[src/rtl/stoch_const_gen.sv]
// stoch_const_gen: multi-channel programmable stochastic constant generator sharing one LFSR
module stoch_const_gen #(
  parameter int WIDTH = 8,
  parameter int CHANNELS = 4,
  parameter int SEED = 1,
  parameter int ROT_STEP = 3,
  parameter int INIT_PROB = 0,
  localparam int CW = CHANNELS > 1 ? $clog2(CHANNELS) : 1
) (
  input  logic                clk,
  input  logic                n_rst,
  input  logic                en,
  input  logic                restart,
  input  logic                load_valid,
  output logic                load_ready,
  input  logic [CW-1:0]       load_ch,
  input  logic [WIDTH-1:0]    load_value,
  output logic [CHANNELS-1:0] y,
  output logic                frame_start
);
  localparam logic [15:0] TAPS16 = WIDTH == 8  ? 16'h00B8 :
                                   WIDTH == 10 ? 16'h0240 :
                                   WIDTH == 12 ? 16'h0829 : 16'hB400;
  localparam logic [WIDTH-1:0] TAPS = TAPS16[WIDTH-1:0];
  localparam logic [WIDTH-1:0] LAST = {{(WIDTH-1){1'b1}}, 1'b0};
  localparam logic [WIDTH-1:0] SEED_V = WIDTH'(SEED);
  localparam logic [WIDTH-1:0] INIT_V = WIDTH'(INIT_PROB);
  if (!(WIDTH inside {8, 10, 12, 16})) begin : g_bad_width
    $error("stoch_const_gen: WIDTH must be 8, 10, 12 or 16");
  end
  if (CHANNELS < 1 || CHANNELS > 16) begin : g_bad_channels
    $error("stoch_const_gen: CHANNELS must be 1..16");
  end
  if (SEED < 1 || SEED >= 2**WIDTH) begin : g_bad_seed
    $error("stoch_const_gen: SEED must be nonzero and fit in WIDTH bits");
  end
  if (INIT_PROB < 0 || INIT_PROB >= 2**WIDTH) begin : g_bad_init
    $error("stoch_const_gen: INIT_PROB must be 0..2^WIDTH-1");
  end
  logic [WIDTH-1:0]    lfsr;
  logic [WIDTH-1:0]    cnt;
  logic [CHANNELS-1:0] bit_nxt;
  logic [CHANNELS-1:0] pend;
  logic                frame_end;
  logic                apply;
  logic                in_range;
  logic                acc;
  assign frame_end = en && cnt == LAST;
  assign apply = restart || frame_end;
  assign in_range = {1'b0, load_ch} < (CW+1)'(CHANNELS);
  // a pending channel reopens on the applying cycle so the write bypasses into active
  assign load_ready = !in_range || !pend[load_ch] || apply;
  assign acc = load_valid && load_ready;
  for (genvar c = 0; c < CHANNELS; c++) begin : g_ch
    localparam int R = (c * ROT_STEP) % WIDTH;
    logic [WIDTH-1:0] active;
    logic [WIDTH-1:0] shadow;
    logic [WIDTH-1:0] rot;
    logic             pending;
    logic             wr;
    assign rot = WIDTH'({lfsr, lfsr} >> (WIDTH - R));
    assign bit_nxt[c] = rot <= active;
    assign pend[c] = pending;
    assign wr = acc && load_ch == CW'(c);
    always_ff @(posedge clk or negedge n_rst)
      if (!n_rst) begin
        active <= INIT_V;
        shadow <= INIT_V;
        pending <= 1'b0;
      end else if (apply) begin
        active <= wr ? load_value : pending ? shadow : active;
        shadow <= wr ? load_value : shadow;
        pending <= 1'b0;
      end else if (wr) begin
        shadow <= load_value;
        pending <= 1'b1;
      end
  end
  always_ff @(posedge clk or negedge n_rst)
    if (!n_rst) begin
      lfsr <= SEED_V;
      cnt <= '0;
      y <= '0;
      frame_start <= 1'b0;
    end else if (restart) begin
      lfsr <= SEED_V;
      cnt <= '0;
      y <= '0;
      frame_start <= 1'b0;
    end else if (en) begin
      y <= bit_nxt;
      frame_start <= cnt == '0;
      lfsr <= {lfsr[WIDTH-2:0], ^(lfsr & TAPS)};
      cnt <= frame_end ? '0 : cnt + 1'b1;
    end
endmodule

[config.mk]
export PLATFORM = sky130hd
export DESIGN_NAME = stoch_const_gen
export DESIGN_NICKNAME = d
export VERILOG_FILES = /design/src/rtl/stoch_const_gen.sv
export SDC_FILE = /design/constraint.sdc
export NUM_CORES = 1
export LEC_CHECK = 0
export CAP_MARGIN = 10
export CELL_PAD_IN_SITES_DETAIL_PLACEMENT = 1
export CELL_PAD_IN_SITES_GLOBAL_PLACEMENT = 1
export CORE_MARGIN = 2
export CORE_UTILIZATION = 40
export CTS_BUF_LIST = sky130_fd_sc_hd__clkbuf_4
export DETAILED_ROUTE_END_ITERATION = 12
export GPL_ROUTABILITY_DRIVEN = 1
export PLACE_DENSITY_LB_ADDON = 0.3
export SLEW_MARGIN = 5
export SYNTH_ARGS = -nofsm -noshare
export SYNTH_HDL_FRONTEND = slang
export SYNTH_SLANG_ARGS = --single-unit
[constraint.sdc]
create_clock -name clk -period 1.66 [get_ports clk]
set_input_delay 0.166 -clock clk [delete_from_list [all_inputs] [get_ports clk]]
set_output_delay 0.166 -clock clk [all_outputs]
set_load 0.05 [all_outputs]
==> flow_summary_export.csv <==
group,metric,value,unit
placement,gp_routability_congestion,0.782,
synthesis,synth_edf_count,0,
critical_path,timing.rr.start,"cnt[0]",
floorplan,core_area,11300,sq um
finish,area_growth,30.2,%
global_routing,grt_max_degree,42,
drt,drtIter0Drc,193,
critical_path,cp-start-kind,"register",
drt,ant_nets,0,
clock_network,cts.sinks,89,
critical_path,cp_cell_sequence,"inv_2 > ha_4 > nand4_1 > buf_6 > o211ai_4 > buf_6 > buf_12",
clock_network,insertion_delay,480,ps
synthesis,ys_ff_latch,89,
finish,fin_area,5990,sq um
sta,fin_ws,-298,ps
sta,finalHoldViolCount,0,
sta,max_freq,511,MHz
power,netSwitchingFraction,32.8,%
sta,max-slew-margin-rel,64.6,%
sta,setup-violations-final,74,
synthesis,yosysUniqueCellTypes,44,
finish,nets,534,
sta,report.final.slew_viol_count,0,
synthesis,async_flop_share,100,%
power,power_density,964,nW/um^2
floorplan,dieArea,12400,sq um
critical_path,required,1490,ps
synthesis,synth_area_leaders,"dfrtp_1 (48%), ha_1 (9.5%), mux2_2 (6.8%), o2bb2ai_1 (4.6%), a22oi_1 (3.9%)",
power,p_seq_share,49.2,%
critical_path,crit_arrival,1790,ps
power,pwr-share-comb,28.4,%
placement,io_buffers,20,
placement,place_area,5310,sq um
drt,totalWireLength,13.1,mm
finish,nFillCells,1191,
critical_path,crit_family,"buffers and inverters",
critical_path,critPathCaptureType,"output port",
synthesis,syn_inst,405,
synthesis,syn-cell-area,4610,sq um
drt,vias,3567,
synthesis,synth-warning-count,0,
power,finalPower,5780,uW
critical_path,r2r_cells,8,
sta,setup_tns,-7260,ps
finish,antenna_cells,0,
synthesis,avgSynthCellArea,11.4,sq um
clock_network,htree_levels,3,
placement,preCtsSetupSlack,-382,ps
critical_path,crit_type,"reg2out",
drt,drc,0,
clock_network,cts_tree,"yes",
sta,rsz0062_at_grt,"true",
clock_network,cts-root-buf,"clkbuf_4",
floorplan,io_pins,21,
global_routing,grt_use_total,21.4,%
floorplan,die_x,111,um
floorplan,rows,39,
critical_path,critPathMaxStageDelay,430,ps
critical_path,worstPathMaxFanout,2,
floorplan,die_h,111,um
finish,instances_no_fill,632,
critical_path,critical-path-slowest-cell,"dfrtp_1",
global_routing,grt_pass1_wl,20.6,mm
critical_path,path_buf_inv,4,
power,ir_drop,0.882,mV
global_routing,grt_pass1_vias,3741,
power,p_int,3890,uW
global_routing,grt_overflow,0,
critical_path,cp_common_cell,"buf_6",
clock_network,cts.clk_slew.worst_paths,150,ps
synthesis,yosysMostFrequentCell,"dfrtp_1",
synthesis,synth_flop_cell,"dfrtp_1",
critical_path,worstReg2RegEnd,"g_ch[3].shadow[6]",
critical_path,rrSetupSlack,-150,ps
clock_network,cts_max_path_buffers,2,
hold_path,hp-class,"in2async",
sta,fin_crit_sh,118,%
finish,drive_gt1_share,37.0,%
sta,worst_pin_slew,530,ps
sta,skew,16.1,ps
global_routing,antenna_found_initial,0,
clock_network,numCtsBuffers,9,
drt,first_pass_iters,4,
synthesis,yosysSeqAreaShare,48.4,%
placement,placed_cells,601,
outcome,outcome,"finished, violations left",
drt,via_per_inst,5.64,
power,pwr-share-clk,22.3,%
outcome,failed_checks,"negative setup slack",
job,maxCapViolations,0,
sta,fin_crit,1960,ps
synthesis,synth_fp_nets,455,
synthesis,yosys.area.top_type,"dfrtp_1",
drt,wl_per_cell,20.7,um
synthesis,synth_top_area_share,47.8,%
synthesis,ys_top_cells_by_count,"dfrtp_1 (88), inv_1 (39), ha_1 (35)",
placement,dp_hpwl,9.18,mm
power,leakagePower,0.00264,uW
power,switching_power,1890,uW
floorplan,start_util,40.7,%
-- state kept, by name, summed over array words and instances, names as in the netlist --
signal	flops
g_ch.shadow	32
g_ch.active	32
y	4
g_ch.pending	4
frame_start	1
cnt	8
g_ch.rot	8
-- logic make-up (layout without fill, tap and decap cells) --
kind of cell	after synthesis	after routing	share of synthesized area [%]
compound gates	109	109	18.1
xor+xnor	7	7	1.33
fa+ha+maj	35	35	9.51
buf+inv	54	138	4.46
flops	89	89	48.4
mux	40	40	9.83
simple gates	71	71	8.34
-- area by class of cell --
cell class	instances	area, sq um	area share [%]
clock buffer	9	67.6	1.13
clock inverter	7	76.3	1.27
inverter	39	146	2.44
multi-input combinational	262	2540	42.4
sequential	89	2230	37.3
tap	143	179	2.98
timing repair buffer	83	748	12.5
-- worst reg2reg max path, delay by kind of cell, from the launching register on --
| kind | cells | cell delay (ps) |
|---|---|---|
| buffers and inverters | 3 | 460 |
| AND/OR/NAND/NOR | 2 | 200 |
| flip-flops | 1 | 430 |
| multiplexers | 1 | 330 |
| adder cells (fa/ha/maj) | 1 | 120 |
| AO/OA/AOI/OAI | 1 | 180 |
-- stage by stage --
stage          utilization, %  hold WS (ps)
2_1_floorplan               -          -130
3_3_place_gp             46.9           103
3_5_place_dp             46.9           113
4_1_cts                  49.1           101
5_1_grt                  53.0           105
6_report                 53.0           119
-- layout by cell type (no fill, tap or decap), drive strengths merged, types with 2 or more instances in the layout --
cell,n
a211o,3
a211oi,5
a21o,2
a21oi,9
a22oi,24
a2bb2oi,7
a31oi,3
and3,2
and3b,2
buf,69
clkbuf,9
clkdlybuf4s50,13
clkinv,2
dfrtp,88
ha,35
inv,42
mux2,32
mux2i,7
nand2,11
nand3,6
nand4,12
nor2,25
nor2b,6
o2111ai,3
o211ai,8
o21ai,9
o22ai,9
o2bb2ai,24
or2,2
or3,2
xnor2,2
xor2,5
-- per-layer routing --
layer	track usage (%)	vias up	wire length [um]
met1	28.5	1824	5930
met4	6.83	0	255
li1	-	1665	-
met2	35.1	58	6520
met3	4.92	20	403
met5	0	-	0
-- worst max path at each step --
stage                          start                 to  slack (ps)  cells after the start
after floorplan               cnt[0]  g_ch[3].shadow[4]        -280                      6
after global placement    load_ch[0]  g_ch[3].shadow[6]        -350                      5
after detailed placement  load_ch[0]  g_ch[3].shadow[6]        -380                      5
after CTS                     cnt[0]         load_ready        -360                      7
after global routing          cnt[0]         load_ready        -420                      7
final                         cnt[0]         load_ready        -300                      7
-- timing repair --
item	4_1_cts	5_1_grt
endpoints found under the setup margin	35	81
hold buffers	1	0
pin swaps	6	22
resized for setup	15	60
buffers inserted	3	12
endpoints found under the hold margin	88	0
-- power by group through the flow --
stage          Sequential (uW)  Clock [uW]  Combinational (uW)
6_report                  2840        1290                1640
5_1_grt                   2900        1440                1810
2_1_floorplan             2800           0                 841
3_5_place_dp              2850           0                1310
3_3_place_gp              2830           0                1220
4_1_cts                   2810        1340                1350
Power figures use the tool's default switching activity.
